File: config.mk
export PLATFORM = sky130hd
export DESIGN_NAME = fifo_reader
export DESIGN_NICKNAME = d
export VERILOG_FILES = /design/src/rtl/fifo_reader.sv
export SDC_FILE = /design/constraint.sdc
export NUM_CORES = 1
export LEC_CHECK = 0
export BUFFER_PORTS_ARGS = -buffer_cell sky130_fd_sc_hd__buf_4
export CORE_ASPECT_RATIO = 1.2
export CORE_MARGIN = 2
export CORE_UTILIZATION = 47
export DETAILED_ROUTE_END_ITERATION = 12
export GPL_TIMING_DRIVEN = 0
export PLACE_DENSITY_LB_ADDON = 0.3
export SLEW_MARGIN = 0
export SYNTH_ARGS = -nofsm -noshare
export SYNTH_HDL_FRONTEND = slang
export SYNTH_SLANG_ARGS = --single-unit
File: constraint.sdc
create_clock -name i_clk -period 1.7 [get_ports i_clk]
set_input_delay 0.085 -clock i_clk [delete_from_list [all_inputs] [get_ports i_clk]]
set_output_delay 0.085 -clock i_clk [all_outputs]
set_load 0.05 [all_outputs]
File: src/rtl/fifo_reader.sv
// Two-entry skid reader: pops an upstream fifo into a head/skid buffer and presents a valid/ready stream.
// Pop-to-valid latency 1 cycle; pop never depends on i_ready, so the skid slot absorbs a stalled sink.
module fifo_reader #(
    parameter int WIDTH = 8
) (
    input  logic             i_clk,
    input  logic             i_rst,
    input  logic             i_cg,
    input  logic             i_flush,
    input  logic [WIDTH-1:0] i_fifo_data,
    input  logic             i_fifo_empty,
    output logic             o_fifo_pop,
    output logic             o_valid,
    output logic [WIDTH-1:0] o_data,
    input  logic             i_ready,
    output logic [1:0]       o_occupancy,
    output logic [15:0]      o_count
);

    logic [1:0]       occ_q,  occ_d;
    logic             valid_q, valid_d;
    logic [WIDTH-1:0] ent0_q, ent0_d;
    logic [WIDTH-1:0] ent1_q, ent1_d;
    logic [15:0]      cnt_q,  cnt_d;

    logic             pop;
    logic             xfer;
    logic [1:0]       wr_idx;

    assign pop    = i_cg & ~i_rst & ~i_flush & ~i_fifo_empty & (occ_q != 2'd2);
    assign xfer   = valid_q & i_ready & i_cg;
    // Slot the popped word lands in, after the head has possibly left this cycle.
    assign wr_idx = occ_q - {1'b0, xfer};

    always_comb begin
        occ_d   = occ_q;
        valid_d = valid_q;
        ent0_d  = ent0_q;
        ent1_d  = ent1_q;
        cnt_d   = cnt_q;
        if (i_cg) begin
            cnt_d = cnt_q + {15'd0, xfer};
            if (i_flush) begin
                occ_d = 2'd0;
            end else begin
                occ_d = occ_q + {1'b0, pop} - {1'b0, xfer};
                if (xfer && (occ_q == 2'd2)) begin
                    ent0_d = ent1_q;
                end
                if (pop) begin
                    if (wr_idx == 2'd0) begin
                        ent0_d = i_fifo_data;
                    end else begin
                        ent1_d = i_fifo_data;
                    end
                end
            end
            valid_d = (occ_d != 2'd0);
        end
    end

    always_ff @(posedge i_clk or posedge i_rst) begin
        if (i_rst) begin
            occ_q   <= 2'd0;
            valid_q <= 1'b0;
            ent0_q  <= '0;
            ent1_q  <= '0;
            cnt_q   <= 16'd0;
        end else begin
            occ_q   <= occ_d;
            valid_q <= valid_d;
            ent0_q  <= ent0_d;
            ent1_q  <= ent1_d;
            cnt_q   <= cnt_d;
        end
    end

    assign o_fifo_pop  = pop;
    assign o_valid     = valid_q;
    assign o_data      = ent0_q;
    assign o_occupancy = occ_q;
    assign o_count     = cnt_q;

endmodule

After elaboration in Yosys (flattened, before gate mapping)
Cells that the tools add are included.

word-level totals
  bits in registers = 35
  input bits = 14
  output and inout port bits = 28

cells by class
  add/subtract/negate cells = 4
  eq/ne operators = 2
  multiplexer cells = 5
  bitwise gates (word level) = 10
  reduce and logical (&&, ||, !) cells = 5

operator list
  cell                count
  $mux 8              3
  $add 16x1->16       1
  $and 1x1->1         6
  $mux 2              2
  $not 1->1           4
  $reduce_and 4->1    1
  $sub 2x1->2         2
  $add 2x1->2         1
  $eq 2x2->1 const B  1
  $logic_not 2->1     1
  $ne 2x2->1 const B  1
  $reduce_and 2->1    1
  $reduce_bool 2->1   1
  $logic_and 1x1->1   1

Logic depth before layout (Yosys ltp)
Gate-level depths: netlist of the first run.

  depth after elaboration = 10
  gate-level depth with buffers = 8

Worst setup path before layout of the first run
Ideal clock, no wire load.

  kind = register -> register
  start = reg occ_q[0] (netlist: o_occupancy[0])
  end = reg valid_q (netlist: o_valid)
  setup time = 0.129 ns
  arrival = 2.429 ns
  required time = 1.571 ns
  setup slack = -0.858 ns
  stages on the path, launching flop included = 8
  buffers on the path = 1
  period minus slack after synthesis = 2.558 ns
  path through = dfrtp_1 > buf_4 > inv_1 > a21oi_1 > ha_1 > xor2_1 > xnor2_1 > a31oi_1

on the way
  cells in the longest elaborated chain, start to end = 7

ends and longest elaborated chain
  what                      RTL line  source
  start: declaration        20        logic [1:0] occ_q, occ_d;
  start signal: assignment  64        occ_q <= 2'd0;
  start signal: assignment  70        occ_q <= occ_d;
  $ne 2x2->1                30        assign pop = i_cg & ~i_rst & ~i_flush & ~i_fifo_empty & (occ_q != 2'd2);
  $and 1x1->1               30
  named net o_fifo_pop      12        output logic o_fifo_pop,
  $add 2x1->2               46        occ_d = occ_q + {1'b0, pop} - {1'b0, xfer};
  $sub 2x1->2               46
  $mux 2                    43        if (i_flush) begin
  $mux 2                    41        if (i_cg) begin
  $reduce_bool 2->1         58        valid_d = (occ_d != 2'd0);
  end signal: assignment    71        valid_q <= valid_d;
  end: declaration          21        logic valid_q, valid_d;

The timed path passes the listed nets, and every way through them passes these cells. The select of a mux whose other input is x is not followed.
A chain may end at the register's enable or synchronous reset.

Worst setup path after layout of the first run
  start = reg valid_q (netlist: o_valid)
  end = reg ent1_q[4]

on the way
  cells in the longest elaborated chain, start to end = 6

ends and longest elaborated chain
  what                        RTL line  source
  $and 1x1->1 (2 in a row)    31        assign xfer = valid_q & i_ready & i_cg;
  $sub 2x1->2                 33        assign wr_idx = occ_q - {1'b0, xfer};
  $logic_not 2->1             51        if (wr_idx == 2'd0) begin
  $not 1->1 (no line)         --
  $reduce_and 4->1 (no line)  --
  end signal: assignment      73        ent1_q <= ent1_d;
  end: declaration            23        logic [WIDTH-1:0] ent1_q, ent1_d;

Every way passes these cells.

==> metrics.txt, run 1 <==
clock sink total 35; FMAX between 600 and 700 MHz; DR vias/cell 5.33; Worst Clk Skew 0.00390 ns; Clock Latency Late Sink 0.29 ns; Starting Density around 49%; area grow syn2layout 40.1%; Finish-stage setup viols 0; post-synth cell types 31; first-pass GRT wire length 5440 µm; largest net degree at the start of global routing 36; largest vdd supply drop 1270 µV; fin nets 202; min cycle time layout 1.65 ns; Worst Max-Slew Pin Slew ~0.70 ns; met1 Resource Use GR 20.9%; GR Layer Usage met3 6.81%; CP startpoint kind register; slowest CP cell dfrtp_2; Via Count around 1200; Power Density around 1300 mW/mm²; Static Leakage around 1.2 nW; Clock Tree Buf Depth 2; IO Pins 42; post-synthesis sequential area ratio 54.2%; CTS Root Cell clkbuf_8; DP Area 0.00202 mm²; DRT iter0 DRCs 28; Fillers 237; HPWL after DPL 2370 µm; initial antenna violation count 0; FF-to-FF setup slack 0.05 ns; Final Cycle Share just under 100%; sequence of cells on the critical path nand3_4 > or3_4 > a21oi_4 > buf_12 > mux2_4; final wirelength 3430 µm; max_cap viols 0; IO buf count 41; status complete, no violations; Synth Cell Area 0.00162 mm²; die width about 58 µm; Syn. warnings 0; DR WL/cell approximately 15 µm; Top Usage Layer GRT met2; endpoint class of the critical path register; Num CTS Buffers 5; WHS 0.0391 ns; Slew Limit Fails 0; final hold vios 0; setup TNS 0 ns; overall routing resource usage 18.8%; Initial DRT Pass Iterations 4; row cnt 23; Yosys reg bits 35; die height approximately 68 µm; Ant. Diodes 0; H-tree Lvls 2; register area between 800 and 900 µm²; area taken by multi-input logic gates 785 µm²; slew margin rel. 53.2%; syn_area_per_cell between 10 and 15 µm²; Syn Inst Count 130; Design Power 2.98 mW; Worst EP arrival 1.82 ns; Req. time, crit path 1.88 ns; min-delay worst type input port to register; core area approximately 0.0033 mm²; critical path fanouts, max 8; total gr overflow 0; critical path's largest stage delay 0.41 ns; Antenna Nets Post-Route 0; Finished Cell Area between 0.002 and 0.0025 mm²; vias in the first global route 1147; layout cell share with drive strength beyond 1 between 50% and 60%; clk slew on worst S/H paths 0.07 ns; met2 Track Usage GR around 32%; Net Count, Synth 146; CTS tree built; critical path type register to register; GP Congestion 0.733; die area 0.00393 mm²; DRC Markers 0
layout by cell type, fill, tap and decap left out, drive strengths merged:
cell type,instances
a211oi,1
a21o,9
a21oi,2
a22o,8
a31oi,1
and3,2
and4,1
buf,50
bufinv,1
clkbuf,6
clkinv,1
dfrtp,35
dlygate4sd3,1
ha,2
inv,6
mux2,9
nand2,9
nand2b,1
nand3,7
nand4,2
nor2,5
nor3,2
nor4,2
o21ai,2
o22ai,2
or3,1
or4b,1
xnor2,13
xor2,5
cell type report:
cell class              count  area share, %
well taps                  37           2.04
flip-flops and latches     35           39.1
multi-input cells          87           34.6
repair buffers             49           16.9
clock inverters             2           1.55
plain buffers               2          0.994
inverters                   6           1.10
clock buffers               6           3.65
Yosys cell counts:
library cell  number  area, µm²
nor4_1             1       6.26
nor3_1             2       10.0
xnor2_1           13        114
or4b_4             1       13.8
nand2_1            9       33.8
nand3_1            6       30.0
buf_6              1       11.3
nand2b_1           1       6.26
nand4_1            2       12.5
a22o_2             8       80.1
xor2_1             5       43.8
mux2_2             8       90.1
a31oi_1            1       6.26
o21ai_0            2       10.0
or3_1              1       6.26
a21o_1             9       67.6
a211oi_4           1       20.0
mux2_1             1       11.3
a21oi_1            1       5.00
inv_1              6       22.5
nor2_4             1       11.3
nor2_1             4       15.0
dfrtp_1           35        876
nor4_4             1       21.3
o22ai_1            2       12.5
nand3_4            1       17.5
a21oi_2            1       8.76
and4_1             1       8.76
buf_4              1       7.51
and3_1             2       12.5
ha_1               2       25.0
through the flow:
stage               worst slack (ns)  utilization [%]  std cells
finish                        0.0534             68.4        224
global route                -0.00354             68.4        224
CTS                          0.00487             66.2        220
detailed placement           -0.0945             61.0        208
global placement             -0.0672             61.0        208
floorplan                     -0.159                -        130
power by group:
group | internal [mW] | switching, mW
clock | 0.474 | 0.300
combinational | 0.391 | 0.648
sequential | 1.02 | 0.142
kinds of logic (layout without fill, tap and decap cells):
group                    after synthesis  count (layout)  synth area share, %
adder cells (fa/ha/maj)                2               2                 1.55
multiplexers                           9               9                 6.27
XOR/XNOR                              18              18                 9.75
flip-flops                            35              35                 54.2
AO/OA/AOI/OAI                         25              25                 13.0
buffers and inverters                  8              65                 2.55
AND/OR/NAND/NOR                       33              33                 12.7
worst paths after layout:
| check | cells past startpoint | end | from |
|---|---|---|---|
| setup / recovery | 5 | ent1_q[4]$_DFFE_PP0P_ | o_valid$_DFFE_PP0P_ |
| hold / removal | 2 | ent1_q[2]$_DFFE_PP0P_ | i_fifo_data[2] |
| setup reg to reg | 5 | ent1_q[4]$_DFFE_PP0P_ | o_valid$_DFFE_PP0P_ |
| hold reg to reg | 1 | o_count[15]$_DFFE_PP0P_ | o_count[15]$_DFFE_PP0P_ |
| max in group asynchronous | 3 | o_count[0]$_DFFE_PP0P_ | i_rst |
| min in group asynchronous | 3 | o_count[7]$_DFFE_PP0P_ | i_rst |
per-layer routing:
metal	part of all wire (%)	vias to the layer above
met2	53	32
met5	0	-
li1	-	571
met3	5.7	6
met1	39	586
met4	1.7	0
worst max-delay path, delay by kind of cell (launching register included):
kind / cells / cell delay (ns)
simple gates: 2 / 0.53
flops: 1 / 0.41
buf+inv: 1 / 0.15
compound gates: 1 / 0.15
mux: 1 / 0.30
flip-flops by register name, summed over array words and instances (netlist names):
signal,cells
o_occupancy,2
o_count,16
o_valid,1
ent1_q,8
o_data,8
what timing repair did:
| item | 4_1_cts | 5_1_grt |
|---|---|---|
| hold buffers | 0 | 1 |
| pin swaps | 2 | 5 |
| setup buffers | 4 | 3 |
| hold endpoints to repair | 0 | 35 |
| resized for setup | 3 | 9 |
| endpoints found under the setup margin | 13 | 22 |
(Power assumes the default switching activity.)
==> inputs of run 2 (changes only) <==
PLACE_DENSITY = 0.73   (was not set)
PLACE_DENSITY_LB_ADDON = not set   (was 0.3)
==> run 2 against run 1 <==
Final cell count decreased by 0.89%. Via count decreased by 2.6%. Die area unchanged. Sequential power about the same. Cell area decreased by 3.2%. Power decreased by 8.8%. Non-clock buffer count decreased by 2. Largest cell class unchanged. Highest routed layer unchanged.
==> metrics.txt, run 2 (synthesized netlist as in run 1, its figures left out) <==
CTS Root Cell clkbuf_8; core area 0.00331 mm² (unchanged); Antenna Nets Post-Route 0 (unchanged); clock sink total 35 (unchanged); final hold vios 0 (unchanged); Design Power 2.72 mW (-8.8%); Slew Limit Fails 0 (unchanged); Worst Hold Launch i_fifo_data[0]; min cycle time layout 1.65 ns (-0.00100 ns); RSZ-0062 raised after global routing false; R2R Path Start o_occupancy[0]$_DFFE_PP0P_; clk slew on worst S/H paths 0.07 ns (about the same); overall routing resource usage 17.6% (-1.2 points); DR WL/cell 14.1 µm (-7.6%); Via Count 1164 (-2.6%); non-filler instance count after layout 222 (-0.89%); Num CTS Buffers 5 (unchanged); row cnt 23 (unchanged); Clock Tree Buf Depth 2 (unchanged); Starting Density 48.8% (unchanged); DRC Markers 0 (unchanged); Hold Path Cell Cnt 2 (unchanged); Req. time, crit path 1.87 ns (about the same); Initial DRT Pass Iterations 4 (unchanged); critical path fanouts, max 9 (+1); slew margin rel. 52.8% (-0.42 points); Finish-stage setup viols 0 (unchanged); Static Leakage 1.11 nW (-3.6%); IO buf count 41 (unchanged); FF-to-FF setup slack 0.05 ns (about the same); Ant. Diodes 0 (unchanged); status complete, no violations; DRT iter0 DRCs 26 (-7.1%); total gr overflow 0 (unchanged); first-pass GRT wire length 5110 µm (-6.1%); layout cell share with drive strength beyond 1 49.7% (-2.1 points); Worst Hold End ent1_q[0]$_DFFE_PP0P_; most used cells in the layout excluding fill and tap cells 45 x buf_4, 27 x dfrtp_1, 13 x xnor2_1; largest vdd supply drop 940 µV (-26%); sequence of cells on the critical path or3_4 > a21oi_4 > buf_12 > mux2_2; final wirelength 3140 µm (-8.5%); setup TNS 0 ns (unchanged); largest net degree at the start of global routing 36 (unchanged); CP startpoint kind register; die area 0.00393 mm² (unchanged); IO Pins 42 (unchanged); vias in the first global route 1140 (-0.61%); min-delay worst type input port to register; Final Cycle Share 96.8% (about the same); fin nets 200 (-0.99%); r2r worst-path depth 4 (-1); area grow syn2layout 35.6%; FMAX 608 MHz (about the same); max_cap viols 0 (unchanged); critical path type register to register; Worst Clk Skew 0.00723 ns (+0.00333 ns); GP Congestion 0.809 (+10%); DR vias/cell 5.24 (-1.7%); H-tree Lvls 2 (unchanged); Power Density 1240 mW/mm² (-5.7%); initial antenna violation count 0 (unchanged); critical register-to-register path endpoint ent1_q[5]$_DFFE_PP0P_; slowest CP cell dfrtp_2; critical path's largest stage delay 0.49 ns (+0.08 ns); Worst EP arrival 1.82 ns (about the same); CTS tree built; Worst Max-Slew Pin Slew 0.707 ns (+0.00625 ns); Clock Latency Late Sink 0.29 ns (about the same); max FFs per register 16 (unchanged); HPWL after DPL 2310 µm (-2.8%); die width 57.5 µm (unchanged); placed insts 208 (unchanged); commonest non-fill, non-tap cell in the layout buf_4; endpoint class of the critical path register; die height 68.2 µm (unchanged)
-- run 2: cell count changes in the layout (fill, tap and decap cells not counted), sizes merged --
cell | before | now
clkbuf | 6 | 7
bufinv | 1 | 0
buf | 50 | 48
-- run 2: final cells by class --
type / count / area (µm²)
multi-input combinational: 87 / 754
clock inverter: 1 / 5.00
tap: 37 / 46.3
fill: 255 / 1120
clock buffer: 7 / 76.3
sequential: 35 / 886
inverter: 6 / 25.0
buffer: 1 / 11.3
timing repair buffer: 48 / 388
-- run 2: timing repair --
| item | CTS | global route |
|---|---|---|
| buffers inserted | 1 | 5 |
| endpoints found under the setup margin | 8 | 24 |
| resized for setup | 1 | 3 |
| hold buffers | 0 | 1 |
| pin swaps | 2 | 4 |
| hold endpoints to repair | 0 | 34 |
-- run 2: power breakdown --
group / internal, mW / switching (mW)
sequential: 1.02 / 0.144
combinational: 0.349 / 0.630
clock: 0.287 / 0.284
total: 1.66 / 1.06
-- run 2: layer usage --
| metal | GRT usage (%) | routed length (µm) |
|---|---|---|
| met5 | 0 | 0 |
| met4 | 10.2 | 74 |
| met3 | 5.48 | 166 |
| met2 | 30.4 | 1650 |
| met1 | 19.1 | 1240 |
-- run 2: how the worst max path moves through the flow --
stage / start / endpoint / slack, ns
5_1_grt: o_occupancy[0]$_DFFE_PP0P_ / ent1_q[5]$_DFFE_PP0P_ / 0.02
2_1_floorplan: o_occupancy[0]$_DFFE_PP0P_ / o_valid$_DFFE_PP0P_ / -0.16
4_1_cts: o_valid$_DFFE_PP0P_ / ent1_q[5]$_DFFE_PP0P_ / 0.004
3_3_place_gp: i_flush / o_data[2]$_DFFE_PP0P_ / -0.05
6_report: o_occupancy[0]$_DFFE_PP0P_ / ent1_q[5]$_DFFE_PP0P_ / 0.05
3_5_place_dp: o_valid$_DFFE_PP0P_ / ent1_q[5]$_DFFE_PP0P_ / -0.07
-- run 2: critical path: cells and delay by family (launching register included) --
family          cells  cell delay (ns)
mux                 1             0.33
buf+inv             1             0.14
flops               1             0.49
simple gates        1             0.42
compound gates      1             0.15
-- run 2: per-stage QoR --
stage          setup slack [ns]  area [µm²]  hold slack [ns]  util [%]
3_5_place_dp            -0.0670        2020            0.327      61.0
6_report                 0.0544        2190           0.0272      66.2
4_1_cts                 0.00364        2110           0.0247      63.9
3_3_place_gp            -0.0487        2020            0.313      61.0
2_1_floorplan            -0.159        1670            0.220         -
5_1_grt                  0.0155        2190           0.0318      66.2
